===== config.mk =====
export PLATFORM = sky130hd
export DESIGN_NAME = ahb_slave_mem
export DESIGN_NICKNAME = d
export VERILOG_FILES = /design/src/rtl/ahb_slave_mem.sv
export SDC_FILE = /design/constraint.sdc
export NUM_CORES = 1
export LEC_CHECK = 0
export BUFFER_PORTS_ARGS = -buffer_cell sky130_fd_sc_hd__buf_2
export CORE_MARGIN = 3
export CORE_UTILIZATION = 40
export CTS_BUF_LIST = sky130_fd_sc_hd__clkbuf_2
export DETAILED_ROUTE_END_ITERATION = 8
export GPL_TIMING_DRIVEN = 0
export HOLD_SLACK_MARGIN = 0.12
export PLACE_DENSITY = 0.67
export SLEW_MARGIN = 20
export SYNTH_ARGS = -nofsm -noshare
export SYNTH_HDL_FRONTEND = slang
export SYNTH_SLANG_ARGS = --single-unit

===== constraint.sdc =====
create_clock -name hclk -period 7.6 [get_ports hclk]
set_input_delay 2.28 -clock hclk [delete_from_list [all_inputs] [get_ports hclk]]
set_output_delay 2.28 -clock hclk [all_outputs]
set_load 0.05 [all_outputs]

===== src/rtl/ahb_slave_mem.sv =====
// AHB-Lite slave memory: DEPTH x 32-bit words with optional wait states.
// All transfers are treated as 32-bit; hsize/hburst are ignored.
// Optional feature macro: AHB_SLAVE_MEM_ERR_EN. When it is defined, an address
// above the memory range gets a two-cycle ERROR response. When it is not
// defined, the upper address bits are ignored and the address wraps.
module ahb_slave_mem #(
  parameter int DEPTH       = 16,
  parameter int WAIT_STATES = 0
) (
  input  logic        hclk,
  input  logic        hresetn,
  input  logic        hsel,
  input  logic [31:0] haddr,
  input  logic        hwrite,
  input  logic [2:0]  hsize,
  input  logic [2:0]  hburst,
  input  logic [1:0]  htrans,
  input  logic        hready,
  input  logic [31:0] hwdata,
  output logic        hreadyout,
  output logic        hresp,
  output logic [31:0] hrdata
);
  localparam int AW = $clog2(DEPTH);

  typedef enum logic [2:0] {S_IDLE, S_WAIT, S_DATA, S_ERR1, S_ERR2} state_t;

  state_t        state, state_nxt;
  logic [2:0]    cnt, cnt_nxt;
  logic [AW-1:0] idx_q;
  logic          wr_q;
  logic [31:0]   mem [DEPTH];
  logic          accept;
  logic          oor;
  logic          unused_ok;

  // A new address phase is taken only when this slave is able to start
  // one, that is in IDLE or in the last (ready) cycle of a data phase.
  assign accept = hsel & hready & htrans[1] &
                  ((state == S_IDLE) || (state == S_DATA));

`ifdef AHB_SLAVE_MEM_ERR_EN
  assign oor   = (haddr[31:AW+2] != '0);
  assign hresp = (state == S_ERR1) || (state == S_ERR2);
`else
  assign oor   = 1'b0;
  assign hresp = 1'b0;
`endif

  assign unused_ok = ^{hsize, hburst, haddr[1:0], haddr[31:AW+2]};

  // The slave stalls only while counting wait states and in the first error cycle.
  assign hreadyout = !((state == S_WAIT) || (state == S_ERR1));
  assign hrdata    = (state == S_DATA && !wr_q) ? mem[idx_q] : '0;

  // State and wait counter register
  always_ff @(posedge hclk or negedge hresetn) begin
    if (!hresetn) begin
      state <= S_IDLE;
      cnt   <= '0;
    end else begin
      state <= state_nxt;
      cnt   <= cnt_nxt;
    end
  end

  // Next-state logic: IDLE and DATA both re-enter on an accept, with no gap
  always_comb begin
    state_nxt = state;
    cnt_nxt   = cnt;
    case (state)
      S_IDLE, S_DATA: begin
        state_nxt = S_IDLE;
        cnt_nxt   = '0;
        if (accept) begin
          if (oor) begin
            state_nxt = S_ERR1;
          end else if (WAIT_STATES > 0) begin
            state_nxt = S_WAIT;
            cnt_nxt   = 3'(WAIT_STATES);
          end else begin
            state_nxt = S_DATA;
          end
        end
      end
      S_WAIT: begin
        cnt_nxt = cnt - 3'd1;
        if (cnt <= 3'd1) begin
          state_nxt = S_DATA;
          cnt_nxt   = '0;
        end
      end
      S_ERR1:  state_nxt = S_ERR2;
      S_ERR2:  state_nxt = S_IDLE;
      default: state_nxt = S_IDLE;
    endcase
  end

  // Capture the address-phase controls of each accepted transfer
  always_ff @(posedge hclk or negedge hresetn) begin
    if (!hresetn) begin
      idx_q <= '0;
      wr_q  <= 1'b0;
    end else if (accept) begin
      idx_q <= haddr[AW+1:2];
      wr_q  <= hwrite;
    end
  end

  // Storage array: cleared by reset, written at the end of a write data phase
  always_ff @(posedge hclk or negedge hresetn) begin
    if (!hresetn) begin
      for (int i = 0; i < DEPTH; i++) mem[i] <= '0;
    end else if (state == S_DATA && wr_q) begin
      mem[idx_q] <= hwdata;
    end
  end

endmodule

==> summary by stage <==
Outcome
The run finished with clean final reports.

Yosys
In the post-synthesis netlist, the biggest area contributors are dfrtp_1 (55%), mux2_2 (27%), mux4_2 (6.2%). When the netlist entered floorplanning its net count stood at 1610. The leading area contributor after synthesis is dfrtp_1. Counting flops with a built-in enable in the synthesized netlist gives 0.

The count of state elements after synthesis is approximately 520. The cell count after synthesis came out at 1533. The synthesized netlist occupies a cell area of 23410 sq um. In the synthesized netlist the async set-or-reset flop fraction comes to 100.0%. The commonest register cell after synthesis is dfrtp_1. The area share of the leading cell type in the synthesized netlist is 55.37%. Yosys printed 0 warnings. The number of different library cells used by synthesis comes to 30. Dividing the synthesized area by the synthesized cell count gives 15.27 sq um.

The sequential fraction of the synthesis area is 55.37%.

STA
The number of endpoints failing setup at the final stage is 0. The max-slew violation total from the final report was 0. The post-route minimum period is 6.535 ns. Setup slack closes at ~1.1 ns.

Between clock sinks in the finished design, the worst skew comes to 0.08388 ns. The upper clock frequency limit is around 150 MHz. The final cycle utilization of the critical path is a little under nine tenths. The tightest slew margin relative to the limit is 28.70%. Setup repair after global routing left no endpoint under its margin. The number of failing hold endpoints at the final stage is 0.

For the pin with the worst max-slew slack, the measured transition is 1.069 ns.

Critical path
The critical path class is reg -> out. The startpoint kind of the worst setup timing path is a flop. The minimum setup slack among reg-to-reg paths is 5.17 ns. Traced cell by cell, the critical path runs through buf_2 -> buf_2 -> nand2_1 -> clkbuf_1 -> o22ai_1 -> o31ai_1 -> buf_2. The number of cells on the critical path is 7.

The end of the worst register-to-register path is mem[176]. The worst path buffer plus inverter count is 4. The data arrival time of the critical path is ~4.3 ns.

The worst setup path is captured at an output pin. The required time of the critical path is roughly 5.3 ns. The critical path's largest stage delay is 0.83 ns.

The destination of the critical timing path is hrdata[10]. In this run the critical register-to-register path is launched from idx_q[1]. The cell occurring most often along the worst timing path is buf_2. The critical path's top delay family is buffers and inverters.

The worst setup path startpoint is idx_q[1]. Along the worst path, the maximum fanout reaches 10. The number of cells traversed by the worst register-to-register path is 5. The worst-path cell with the longest stage delay is clkbuf_1.

Die
The floorplan die width is around 250 um. The floorplan step defined a core boundary enclosing 57810 sq um. In this run the vertical extent of the chip is around 250 um. Row generation in the floorplan step produced 88 rows. The initial core utilization is 40.50%.

The die covers 61460 sq um. For this design the top-level I/O count stands at 111.

Job
The max-capacitance violation count is 0.

Clock network
The buffer count from post-CTS setup fixing is 0. The latest clock arrival within the worst-skew pair is 1.27 ns. Post-CTS repair changed the size of 0 cells. The hold buffer count at cts is 0. TritonCTS built the clock tree. The clock passes through at most 3 buffers. The number of sinks on the clock net is ~520. Clock-pin slew was measured on the worst setup and hold paths at 0.10 ns. The depth of the CTS H-tree is 4. The number of CTS-inserted buffers is 139. The CTS root buffer is clkbuf_2.

Finish
In the layout the commonest cells are mux2_2 (558), dfrtp_1 (518), clkbuf_2 (207). Leaving out fill and tap cells, the most frequent cell in the layout is mux2_2. The ratio of cells with drive above 1 in the final layout is 54.17%. The area added between synthesis and finish is 11.80%. The sequential cell area in the final layout is 12960 sq um. The multi-input combinational cells in the finished layout cover a total of 9798 sq um. The filler cells instantiated in the layout total 5199. The final layout contains 1829 nets.

Route
The detailed-route wire length is 61.66 mm. The mean routed wirelength per cell is roughly 24 um. The DRC violation count after routing is 0. The number of DRC violations after detailed-routing iteration 0 is about 1100. The number of nets with antenna violations after routing is 0. The via-per-instance ratio is 5.543. For this run, the detailed router's first-pass iteration total came to 7.

For this block, the via count after detailed routing is approximately 14000.

Place
The detailed-placement wirelength estimate is roughly 39 mm. The pre-CTS setup slack is between 2 and 2.5 ns. The final weighted congestion in routability-driven placement is 0.8181. The count of buffers from port buffering is 73.

Power and ir drop
The power density of the placed cells is 267.1 nW/um^2. The maximum vdd ir drop is around 0.14 mV. For this design the static power due to leakage is between 10 and 15 nW. The post-layout total power is roughly 7.0 mW.

Global route
The global-route track usage on met2 is 32.56%. The global routing usage summed across all routing layers is 20.59%. Global routing used 5.467% of the available met3 tracks. The global-route layer with the greatest usage is met2.

The first global-routing pass estimated between 90 and 100 mm of wire. The number of global-route vias before repair is 15437. Entering global routing, the biggest net connects 105 pins. The met1 global-route usage is between 20 and 30%. The leftover overflow at the end of global routing is 0. The number of antenna violations at the first check in global routing is 1.

Hold path
In this run the worst hold path is classified as reg -> reg.
## layout make-up
| cell class | count | area share, % |
|---|---|---|
| Clock buffer | 207 | 3.958 |
| Antenna cell | 1 | 0.009562 |
| Inverter | 1 | 0.01434 |
| Timing Repair Buffer | 78 | 1.960 |
| Clock inverter | 28 | 0.9705 |
| Multi-Input combinational cell | 871 | 37.44 |
| Tap cell | 765 | 3.657 |
| Sequential cell | 518 | 49.53 |
| Buffer | 143 | 2.462 |
## sequential cells by signal, summed over array words and instances (netlist names)
signal,cells
mem,512
idx_q,4
state,1
wr_q,1
## cell families (layout without fill, tap and decap cells)
group                  Yosys count  in the layout  synth area share (%)
muxes                          709            709                 36.84
buffers and inverters          144            457                 2.769
other                            2              3               0.03208
and+or+nand+nor                 32             32                0.8766
DFF                            518            518                 55.37
AOI/OAI and AO/OA              128            128                 4.105
## worst register-to-register path: stages (launching register included)
cell and delay [ns]:
dfrtp_1 0.43, buf_2 0.24, nand4b_1 0.22, nor2_1 0.49, buf_2 0.48, mux2_2 0.40
## cell usage after synthesis, types with 2 or more instances
master    instances
a22oi_1          32
mux2i_1          64
clkbuf_1         66
mux4_2           64
conb_1            2
nor2_1           11
a22o_1           32
mux2_1           23
dfrtp_1         518
buf_2            71
mux2_2          558
o22ai_1          32
nand2b_1          5
buf_4             5
nor2b_1           2
nand2_1           3
o31ai_1          32
## metrics by stage
stage	utilization, %	hold slack, ns	cells	instance area [sq um]	TNS [ns]
after floorplan	-	0.4522	1533	23410	0
after global routing	45.27	0.5023	2612	26170	0
after global placement	42.78	0.4624	2371	24730	-3029.33
after CTS	45.27	0.4945	2611	26170	0
final	45.27	0.4937	2612	26170	0
after detailed placement	43.04	0.4734	2376	24880	0
## how the worst min path moves through the flow
stage / startpoint / endpoint / slack (ns) / cells after the start
floorplan: mem[201] / mem[201] / 0.45 / 1
global placement: mem[210] / mem[210] / 0.46 / 1
detailed placement: mem[222] / mem[222] / 0.47 / 1
CTS: mem[222] / mem[222] / 0.49 / 1
global route: mem[210] / mem[210] / 0.50 / 1
finish: mem[275] / mem[275] / 0.49 / 1
## power breakdown
group          total (mW)  switching (mW)  internal, mW
logic                1.47           0.700         0.770
clock network        2.05            1.16         0.887
registers            3.47           0.235          3.24
## metal layers
| layer | vias to the layer above | part of all wire, % |
|---|---|---|
| li1 | 6201 | - |
| met1 | 7757 | 44 |
| met2 | 407 | 48 |
| met3 | 114 | 5.7 |
| met4 | 0 | 2.5 |
| met5 | - | 0 |
(Power assumes the default switching activity.)
